## src/rtl/multicycle_ctrl.sv

```systemverilog
// Multi-cycle instruction sequencer: FETCH/DECODE/EXECUTE/MEM/WB/TRAP with a memory handshake,
// a latched opcode for post-decode control and a wrapping retired-instruction counter.
module multicycle_ctrl (
    input  logic        clk,
    input  logic        reset,
    input  logic [6:0]  opcode,
    input  logic        mem_ready,
    output logic        pc_write_en,
    output logic        ir_write_en,
    output logic        mem_read_en,
    output logic        mem_write_en,
    output logic        reg_write_en,
    output logic        alu_src,
    output logic [1:0]  alu_op,
    output logic        mem_to_reg_en,
    output logic        instr_done,
    output logic        illegal_instr,
    output logic [2:0]  state,
    output logic [15:0] retired_count
);

    typedef enum logic [2:0] {
        StFetch   = 3'd0,
        StDecode  = 3'd1,
        StExecute = 3'd2,
        StMem     = 3'd3,
        StWb      = 3'd4,
        StTrap    = 3'd5
    } state_e;

    localparam logic [6:0] OpR     = 7'b0110011;
    localparam logic [6:0] OpI     = 7'b0010011;
    localparam logic [6:0] OpLoad  = 7'b0000011;
    localparam logic [6:0] OpStore = 7'b0100011;

    state_e      state_q;
    logic [6:0]  op_q;
    logic [15:0] cnt_q;

    logic opcode_legal;
    logic is_r, is_load, is_store;

    assign opcode_legal = (opcode == OpR) || (opcode == OpI) ||
                          (opcode == OpLoad) || (opcode == OpStore);
    assign is_r     = (op_q == OpR);
    assign is_load  = (op_q == OpLoad);
    assign is_store = (op_q == OpStore);

    always_ff @(posedge clk) begin
        if (reset) begin
            state_q <= StFetch;
            op_q    <= 7'd0;
            cnt_q   <= 16'd0;
        end else begin
            // Assigned every cycle; wraps naturally at 16 bits.
            cnt_q <= cnt_q + {15'd0, instr_done};
            case (state_q)
                StFetch:   if (mem_ready) state_q <= StDecode;
                StDecode: begin
                    op_q    <= opcode;
                    state_q <= opcode_legal ? StExecute : StTrap;
                end
                StExecute: state_q <= (is_load || is_store) ? StMem : StWb;
                StMem:     if (mem_ready) state_q <= is_load ? StWb : StFetch;
                StWb:      state_q <= StFetch;
                StTrap:    state_q <= StFetch;
                default:   state_q <= StFetch;
            endcase
        end
    end

    // Outputs are decoded from state and the handshake so FETCH/MEM can respond in-cycle;
    // reset forces everything low, including the debug state and the count.
    always_comb begin
        pc_write_en   = 1'b0;
        ir_write_en   = 1'b0;
        mem_read_en   = 1'b0;
        mem_write_en  = 1'b0;
        reg_write_en  = 1'b0;
        alu_src       = 1'b0;
        alu_op        = 2'b00;
        mem_to_reg_en = 1'b0;
        instr_done    = 1'b0;
        illegal_instr = 1'b0;
        if (!reset) begin
            case (state_q)
                StFetch: begin
                    mem_read_en = 1'b1;
                    pc_write_en = mem_ready;
                    ir_write_en = mem_ready;
                end
                StExecute: begin
                    alu_op  = (is_load || is_store) ? 2'b00 : 2'b10;
                    alu_src = !is_r;
                end
                StMem: begin
                    alu_src      = 1'b1;
                    mem_read_en  = is_load;
                    mem_write_en = is_store;
                    instr_done   = is_store && mem_ready;
                end
                StWb: begin
                    reg_write_en  = 1'b1;
                    mem_to_reg_en = is_load;
                    instr_done    = 1'b1;
                end
                StTrap:  illegal_instr = 1'b1;
                default: ;
            endcase
        end
    end

    assign state         = reset ? 3'd0 : state_q;
    assign retired_count = reset ? 16'd0 : cnt_q;

endmodule

```

## config.mk

```make
export PLATFORM = sky130hd
export DESIGN_NAME = multicycle_ctrl
export DESIGN_NICKNAME = d
export VERILOG_FILES = /design/src/rtl/multicycle_ctrl.sv
export SDC_FILE = /design/constraint.sdc
export NUM_CORES = 1
export LEC_CHECK = 0
export BUFFER_PORTS_ARGS = -buffer_cell sky130_fd_sc_hd__buf_2
export CAP_MARGIN = 10
export CORE_ASPECT_RATIO = 1.5
export CORE_MARGIN = 4
export CORE_UTILIZATION = 30
export DETAILED_ROUTE_END_ITERATION = 10
export PLACE_DENSITY = 0.61
export SKIP_LAST_GASP = 1
export SYNTH_ARGS = -nofsm -noshare
export SYNTH_HDL_FRONTEND = slang
export SYNTH_SLANG_ARGS = --single-unit
```

## constraint.sdc

```tcl
create_clock -name clk -period 6.7 [get_ports clk]
set_input_delay 1.34 -clock clk [delete_from_list [all_inputs] [get_ports clk]]
set_output_delay 1.34 -clock clk [all_outputs]
set_load 0.005 [all_outputs]
```

==> results of run 1 <==
## power groups by stage
stage          sequential (mW)  clock (mW)  combinational [mW]
6_report                 0.167       0.100              0.0361
5_1_grt                  0.168       0.110              0.0414
4_1_cts                  0.167       0.102              0.0369
3_5_place_dp             0.171           0              0.0367
3_3_place_gp             0.171           0              0.0364
2_1_floorplan            0.167           0              0.0287
## worst min-delay path, cell delays in order, from the launching register on
cell and delay, ps:
dfxtp_1 340, mux2i_1 70, nor2_1 80
## sequential cells by signal, indices dropped and copies added (netlist names)
register / flops
op_q: 7
state_q: 3
cnt_q: 16
## cells by family (layout without fill, tap and decap cells)
kind of cell | after synthesis | count (layout) | share of synthesized area (%)
DFF | 26 | 26 | 36.7
xor gates and xnor gates | 12 | 12 | 7.40
and+or+nand+nor | 91 | 91 | 37.6
muxes | 10 | 10 | 7.58
AOI/OAI and AO/OA | 11 | 11 | 4.93
adders and majority gates | 2 | 2 | 1.76
other | 1 | 1 | 0.264
buffers and inverters | 12 | 46 | 3.79
## synth_stat cells
master / number
and3_4: 1
mux2i_1: 7
clkbuf_1: 3
nand3_1: 4
buf_1: 2
nor4_1: 1
nor4_2: 2
xnor2_1: 8
nand2b_1: 2
nand4_4: 1
nor3_2: 1
nand2_1: 10
nand4bb_4: 1
mux2_2: 2
o21ai_0: 4
o41a_1: 1
buf_4: 2
nor4b_1: 1
a21oi_1: 4
o221a_2: 1
and3_1: 2
buf_2: 1
nor3_1: 7
dfxtp_1: 26
nor2b_1: 17
nor3b_1: 1
mux2_4: 1
or3_1: 1
xor2_1: 4
conb_1: 1
ha_1: 2
nand4_1: 2
nand4_2: 1
nor2_4: 2
nor2_1: 32
a21o_1: 1
or4_1: 1
or3_4: 1
inv_1: 4
## metal layers
layer  global-route usage, %  up-vias  wire, µm
met5                       0        -         0
met4                    3.17        0        15
met3                    2.33        2       162
met2                    20.3       22      1600
met1                    13.2      524      1340
li1                        -      619         -
## final timing paths
check,from,endpoint,slack (ps)
worst min-delay path,op_q[6],op_q[6],520
worst min register to register,op_q[6],op_q[6],520
worst max-delay path,reset,instr_done,2690
worst max register to register,op_q[2],cnt_q[10],4110
## final cells by class
class                      count  share of cell area, %
multi-input combinational    127                   49.6
sequential                    26                   30.5
timing repair buffer          38                   11.1
tap                           64                   4.69
clock buffer                   4                   3.23
inverter                       4                  0.880
==> results_dict.tcl, run 1 <==
set metrics [dict create \
    tightest_slew_ps 715 \
    root_buffer "clkbuf_8" \
    fin_cells 263 \
    cts-resized-gates 0 \
    final_common_cell "buf_2" \
    cp_common_cell "buf_2" \
    synth_top_area_cell "dfxtp_1" \
    place_ws_ps 2680 \
    syn_avg_cell_area_um2 8.61 \
    path_buf_inv 2 \
    nets 212 \
    core-area_um2 4540 \
    design_area_um2 1710 \
    p_per_area_nw_per_um2 178 \
    drt_wl_total_um 3130 \
    drv_cap 0 \
    skew_ps 3.38 \
    switching_power_mw 0.0747 \
    drt_iter0_markers 14 \
    track_usage_pct 11.2 \
    critPathTopFamily "buffers and inverters" \
    fmax_ghz 0.249 \
    grt_pass1_wl_um 5510 \
    regArea_um2 520 \
    synth-seq-area-share_pct 36.7 \
    synth_warnings 0 \
    place_area_um2 1650 \
    post-route-util_pct 37.6 \
    synth_nets 177 \
    vias 1167 \
    cts.path.max_buffers 2 \
    final_layout_size_suffix_gt1_share_pct 28.1 \
    io_pins 40 \
    cts_buffers 3 \
    layout_common_cells "buf_2 (38), nor2_1 (32), dfxtp_1 (26), nor2b_1 (17), nand2_1 (10)" \
    peakVddDrop_mv 0.111 \
    switching_share_pct 24.6 \
    max-slew-margin-rel_pct 52.3 \
    postRouteAntennaNets 0 \
    cts_setup_buffers 0 \
    grt_max_degree 45 \
    leakagePower_nw 0.735 \
    syn-cell-area_um2 1420 \
    multi_input_area_um2 846 \
    required_ps 5360 \
    place_hpwl_um 2360 \
    initial_utilization_pct 31.3 \
    run_status "complete, no violations" \
    grt_overflow 0 \
    drt_pass1_iterations 4 \
    gp_congestion 0.849 \
    hold_viol 0 \
    tns_ps 0 \
    syn_to_final_growth_pct 20.2 \
    die_x_um 64.2 \
    ys_ff_latch 26 \
    crit_type "in -> out" \
    seqPwrFrac_pct 55.1 \
    grt_pass1_vias 1228 \
    setup_viol_count_final 0 \
    vias_per_cell 4.44 \
    cts_tree "built" \
    fill_cells 478 \
    power_mw 0.304 \
    whs_ps 520 \
    crit_chain "buf_2 > nor2_1 > nand2_1 > nor3_2 > a21o_1 > buf_2" \
    syn_inst 165 \
    min_delay_path_depth 2 \
    antenna_found_initial 0 \
    hold_path.class "reg -> reg" \
    intPower_mw 0.229 \
    synth.area.top_cells "dfxtp_1 (37%), nor2_1 (8.5%), nor2b_1 (7.5%), mux2i_1 (4.9%), xnor2_1 (4.9%)" \
    worst_setup_path_start_kind "input port" \
    dieHeight_um 92.3 \
    setup_ws_ps 2690 \
    synth_cell_types 39 \
    post-route-min-period_ps 4010 \
    crit_fanout 44 \
    io_buffers 38 \
    path_clk_slew_ps 90 \
    rsz0062_at_grt "no" \
    rows 30 \
    clock-sinks 26 \
    rr_worst_depth 10 \
    dp.cells 259 \
    cp.depth 6 \
    htree_levels 1 \
    yosys.area.top_type_share_pct 36.7 \
    cp_slowest_cell "buf_2" \
    drv_slew 0 \
    drc 0 \
    hold_buffers 0 \
    end_kind "output port" \
    design.die.area_um2 5920 \
    cpPeakStageDelay_ps 550 \
    cp.arrival_ps 2670 \
    finalCritPeriodShare_pct 59.9 \
    diodes 0 \
    wl_per_cell_um 11.9 \
    comb_power_share_pct 11.9 \
    power_frac_clock_pct 33.0 \
    clk_latency_ps 270 \
]
(Power assumes the default switching activity.)
==> run 2: changes to the inputs <==
Settings changed: PLACE_DENSITY 0.61 to 0.63.
Clock period 6.7 ns to 3.4 ns, I/O delays scaled along.
==> results_dict.tcl, run 2 (same netlist as run 1, synthesis figures left out) <==
set metrics [dict create \
    cts_setup_buffers 0 \
    whs_ps 500 \
    initial_utilization_pct 31.3 \
    tightest_slew_ps 518 \
    multi_input_area_um2 846 \
    path_clk_slew_ps 80 \
    peakVddDrop_mv 0.141 \
    grt_pass1_wl_um 5400 \
    design.die.area_um2 5920 \
    worst_setup_path_start_kind "register" \
    place_area_um2 1660 \
    postRouteAntennaNets 0 \
    cts.path.max_buffers 2 \
    nets 213 \
    cpPeakStageDelay_ps 540 \
    hold_viol 0 \
    cts_tree "built" \
    rows 30 \
    cp_slowest_cell "nor4b_1" \
    fill_cells 479 \
    leakagePower_nw 0.732 \
    max-slew-margin-rel_pct 65.0 \
    vias_per_cell 4.60 \
    run_status "complete, no violations" \
    drv_slew 0 \
    grt_max_degree 33 \
    grt_pass1_vias 1207 \
    regMostFlops "cnt_q" \
    grt_overflow 0 \
    dieHeight_um 92.3 \
    place_hpwl_um 2510 \
    required_ps 2720 \
    track_usage_pct 11.2 \
    finalCritPeriodShare_pct 76.0 \
    dp.cells 260 \
    regArea_um2 520 \
    final_layout_size_suffix_gt1_share_pct 28.1 \
    cts-resized-gates 0 \
    final_common_cell "buf_2" \
    drc 0 \
    tns_ps 0 \
    rsz0062_at_grt "no" \
    path_buf_inv 2 \
    layout_common_cells "buf_2 (38), nor2_1 (32), dfxtp_1 (26), nor2b_1 (17), nand2_1 (10)" \
    syn_to_final_growth_pct 19.7 \
    fin_cells 263 \
    drt_pass1_iterations 4 \
    clock-sinks 26 \
    drt_iter0_markers 59 \
    clk_latency_ps 260 \
    gp_congestion 0.879 \
    antenna_found_initial 0 \
    critPathTopFamily "simple AND/OR/NAND/NOR gates" \
    post-route-min-period_ps 2580 \
    vias 1211 \
    crit_fanout 8 \
    design_area_um2 1700 \
    wl_per_cell_um 12.1 \
    drt_wl_total_um 3180 \
    hold_path.class "reg -> reg" \
    largest_reg_flops 16 \
    end_kind "output port" \
    fmax_ghz 0.387 \
    io_pins 40 \
    drv_cap 0 \
    htree_levels 1 \
    skew_ps 2.70 \
    hold_buffers 0 \
    cp.arrival_ps 1900 \
    die_x_um 64.2 \
    root_buffer "clkbuf_8" \
    crit_type "reg -> out" \
    p_per_area_nw_per_um2 334 \
    cts_buffers 3 \
    diodes 0 \
    crit_chain "inv_1 > nor4b_1 > a21oi_1 > nor3_1 > buf_2" \
    core-area_um2 4540 \
    io_buffers 38 \
    largestRegisters "cnt_q x16, op_q x7, state_q x3" \
    setup_viol_count_final 0 \
]
-- run 2: per-stage QoR --
step	util, %	setup WS (ps)	total power [mW]
2_1_floorplan	-	972	0.386
3_3_place_gp	36.5	709	0.410
3_5_place_dp	36.5	638	0.410
4_1_cts	37.4	819	0.579
5_1_grt	37.4	629	0.601
6_report	37.4	815	0.568
-- run 2: worst reg2reg max path, delay by kind of cell (launching register included) --
kind | cells | cell delay, ps
fa+ha+maj | 2 | 470
compound gates | 1 | 160
simple gates | 5 | 1130
flops | 1 | 310
mux | 1 | 310
-- run 2: metal layers --
| layer | part of all wire (%) | vias up | global-route usage (%) |
|---|---|---|---|
| li1 | - | 620 | - |
| met1 | 43 | 545 | 13.1 |
| met2 | 49 | 38 | 19.4 |
| met3 | 5.5 | 8 | 2.33 |
| met4 | 2.4 | 0 | 4.41 |
| met5 | 0 | - | 0 |
-- run 2: power by group --
group	internal, mW	leakage (nW)	switching, mW
Clock	0.0792	0.0216	0.0879
Sequential	0.315	0.211	0.0150
Combinational	0.0334	0.500	0.0378
-- run 2: area by class of cell --
cell class | count | share of cell area [%]
multi-input cells | 127 | 49.7
repair buffers | 39 | 11.6
inverters | 4 | 0.883
well taps | 64 | 4.71
clock buffers | 3 | 2.43
flip-flops and latches | 26 | 30.6
-- run 2: worst paths after layout --
check             start           to  slack, ps  cells past startpoint
max          state_q[1]  mem_read_en        820                      5
max reg2reg     op_q[2]    cnt_q[14]        940                      9
min reg2reg     op_q[2]      op_q[2]        500                      2
min             op_q[2]      op_q[2]        500                      2
==> run 3: changes to the inputs <==
Settings changed: ABC_AREA set to 1, PLACE_DENSITY 0.63 to 0.61.
Clock period 3.4 ns to 2.7 ns, I/O delays scaled along.
==> results_dict.tcl, run 3 <==
set metrics [dict create \
    rows 30 \
    dieHeight_um 93.7 \
    antenna_found_initial 0 \
    io_pins 40 \
    place_area_um2 1720 \
    setup_viol_count_final 0 \
    synth_commonest_cells "nor2_1 (48), inv_1 (39), nand2_1 (37)" \
    cp_slowest_cell "dfxtp_1" \
    synth_nets 242 \
    die_x_um 65.1 \
    tns_ps 0 \
    power_frac_clock_pct 33.1 \
    cp-startpoint "op_q[3]" \
    cpPeakStageDelay_ps 310 \
    run_status "complete, no violations" \
    hold_viol 0 \
    drt_pass1_iterations 4 \
    syn-cell-area_um2 1470 \
    synth_top_area_cell "dfxtp_1" \
    finalCritPeriodShare_pct 78.3 \
    synth.area.top_cells "dfxtp_1 (35%), nor2_1 (12%), inv_1 (10%), nand2_1 (9.5%), a21oi_1 (5.5%)" \
    drt_wl_total_um 3660 \
    leakagePower_nw 0.829 \
    synth-seq-area-share_pct 35.5 \
    cts-resized-gates 0 \
    final_common_cell "nor2_1" \
    yosysMostFrequentCell "nor2_1" \
    gp_congestion 1.01 \
    final_layout_size_suffix_gt1_share_pct 21.3 \
    hold_path.class "reg -> reg" \
    wl_per_cell_um 11.0 \
    fmax_ghz 0.473 \
    design_area_um2 1770 \
    root_buffer "clkbuf_8" \
    skew_ps 3.47 \
    ys_ff_latch 26 \
    io_buffers 38 \
    place_hpwl_um 2980 \
    hold_start "op_q[2]" \
    path_buf_inv 1 \
    critPathTopFamily "simple AND/OR/NAND/NOR gates" \
    regMostFlops "cnt_q" \
    clk_latency_ps 270 \
    holdPathEnd "op_q[2]" \
    cts.path.max_buffers 2 \
    grt_pass1_wl_um 6180 \
    drc 0 \
    synth_cell_types 25 \
    yosys.area.top_type_share_pct 35.5 \
    grt_pass1_vias 1469 \
    syn_inst 230 \
    crit_type "reg -> reg" \
    comb_power_share_pct 13.3 \
    layout_common_cells "nor2_1 (48), inv_1 (39), buf_2 (38), nand2_1 (37), dfxtp_1 (26)" \
    syn_avg_cell_area_um2 6.38 \
    whs_ps 464 \
    grt_max_degree 22 \
    drv_cap 0 \
    nets 281 \
    worst_setup_path_start_kind "register" \
    vias_per_cell 4.56 \
    drv_slew 0 \
    largest_reg_flops 16 \
    hold_buffers 0 \
    cts_buffers 3 \
    synth_warnings 0 \
    cts_setup_buffers 0 \
    crit_fanout 5 \
    largestRegisters "cnt_q x16, op_q x7, state_q x3" \
    syn_to_final_growth_pct 20.8 \
    drt_iter0_markers 50 \
    switching_power_mw 0.207 \
    vias 1515 \
    async_flop_share_pct 0 \
    grt_overflow 0 \
    initial_utilization_pct 31.8 \
    seqPwrFrac_pct 53.6 \
    path_clk_slew_ps 90 \
    rr_worst_depth 14 \
    synth-edff-count 0 \
    crit_chain "inv_1 > nand2_1 > nor2_1 > nand2_1 > nor2_1 > nand4_1 > nand2_1 > ha_1 > ha_1 > nand2_2 > nor2_4 > nand4_1 > o21ai_0 > nor2_1" \
    switching_share_pct 26.6 \
    rsz0062_at_grt "no" \
    synth_top_flop_cell "dfxtp_1" \
    clock-sinks 26 \
    post-route-min-period_ps 2110 \
    diodes 0 \
    reg2reg_from "op_q[3]" \
    htree_levels 1 \
    cts_tree "built" \
    cp.arrival_ps 2280 \
    min_delay_path_depth 2 \
    end_kind "register" \
    p_per_area_nw_per_um2 438 \
    design.die.area_um2 6100 \
    track_usage_pct 12.7 \
    core-area_um2 4620 \
    peakVddDrop_mv 0.278 \
    fill_cells 562 \
    intPower_mw 0.570 \
    rrSetupSlack_ps 590 \
    required_ps 2870 \
    r2r-end "cnt_q[12]" \
    postRouteAntennaNets 0 \
]
[run 3: how the worst max path moves through the flow]
| stage | end | cells after the start |
|---|---|---|
| 3_5_place_dp | cnt_q[12] | 11 |
| 5_1_grt | cnt_q[12] | 14 |
| 4_1_cts | cnt_q[12] | 14 |
| 3_3_place_gp | cnt_q[12] | 12 |
| 2_1_floorplan | cnt_q[12] | 11 |
| 6_report | cnt_q[12] | 14 |
[run 3: cell families (layout without fill, tap and decap cells)]
| group | Yosys count | count (layout) | share of synthesized area [%] |
|---|---|---|---|
| fa+ha+maj | 2 | 2 | 1.70 |
| simple gates | 122 | 122 | 38.2 |
| compound gates | 33 | 33 | 11.8 |
| buf+inv | 46 | 84 | 12.6 |
| other cells | 1 | 1 | 0.256 |
| flops | 26 | 26 | 35.5 |
[run 3: per-stage QoR]
step | total power [mW] | utilization, % | std cells | setup slack (ps)
2_1_floorplan | 0.498 | - | 230 | 689
6_report | 0.777 | 38.4 | 332 | 587
3_5_place_dp | 0.529 | 37.2 | 328 | 559
5_1_grt | 0.822 | 38.4 | 332 | 267
4_1_cts | 0.785 | 38.4 | 332 | 599
3_3_place_gp | 0.530 | 37.2 | 328 | 596
[run 3: power by group through the flow]
stage,Sequential (mW),Clock [mW],Combinational [mW]
after CTS,0.416,0.264,0.105
final,0.416,0.257,0.104
after global routing,0.419,0.280,0.123
after global placement,0.425,0,0.105
after floorplan,0.422,0,0.0756
after detailed placement,0.425,0,0.104
[run 3: cell type report]
class                      instances  area (µm²)  area share (%)
multi-input combinational        158         762            43.0
sequential                        26         520            29.4
timing repair buffer              40         205            11.6
inverter                          40         150            8.47
tap                               64        80.1            4.52
clock buffer                       4        55.1            3.11
[run 3: routing by layer]
layer	up-vias	routed length (µm)	GRT usage, %
met4	0	72	5.36
met3	7	152	1.92
met1	681	1500	13.5
met5	-	0	0
met2	40	1940	24.3
li1	787	-	-
[run 3: worst register-to-register path, delay by kind of cell, from the launching register on]
| family | cells | cell delay, ps |
|---|---|---|
| flip-flops | 1 | 310 |
| adder cells (fa/ha/maj) | 2 | 370 |
| buffers and inverters | 1 | 60 |
| AO/OA/AOI/OAI | 1 | 160 |
| AND/OR/NAND/NOR | 10 | 1100 |
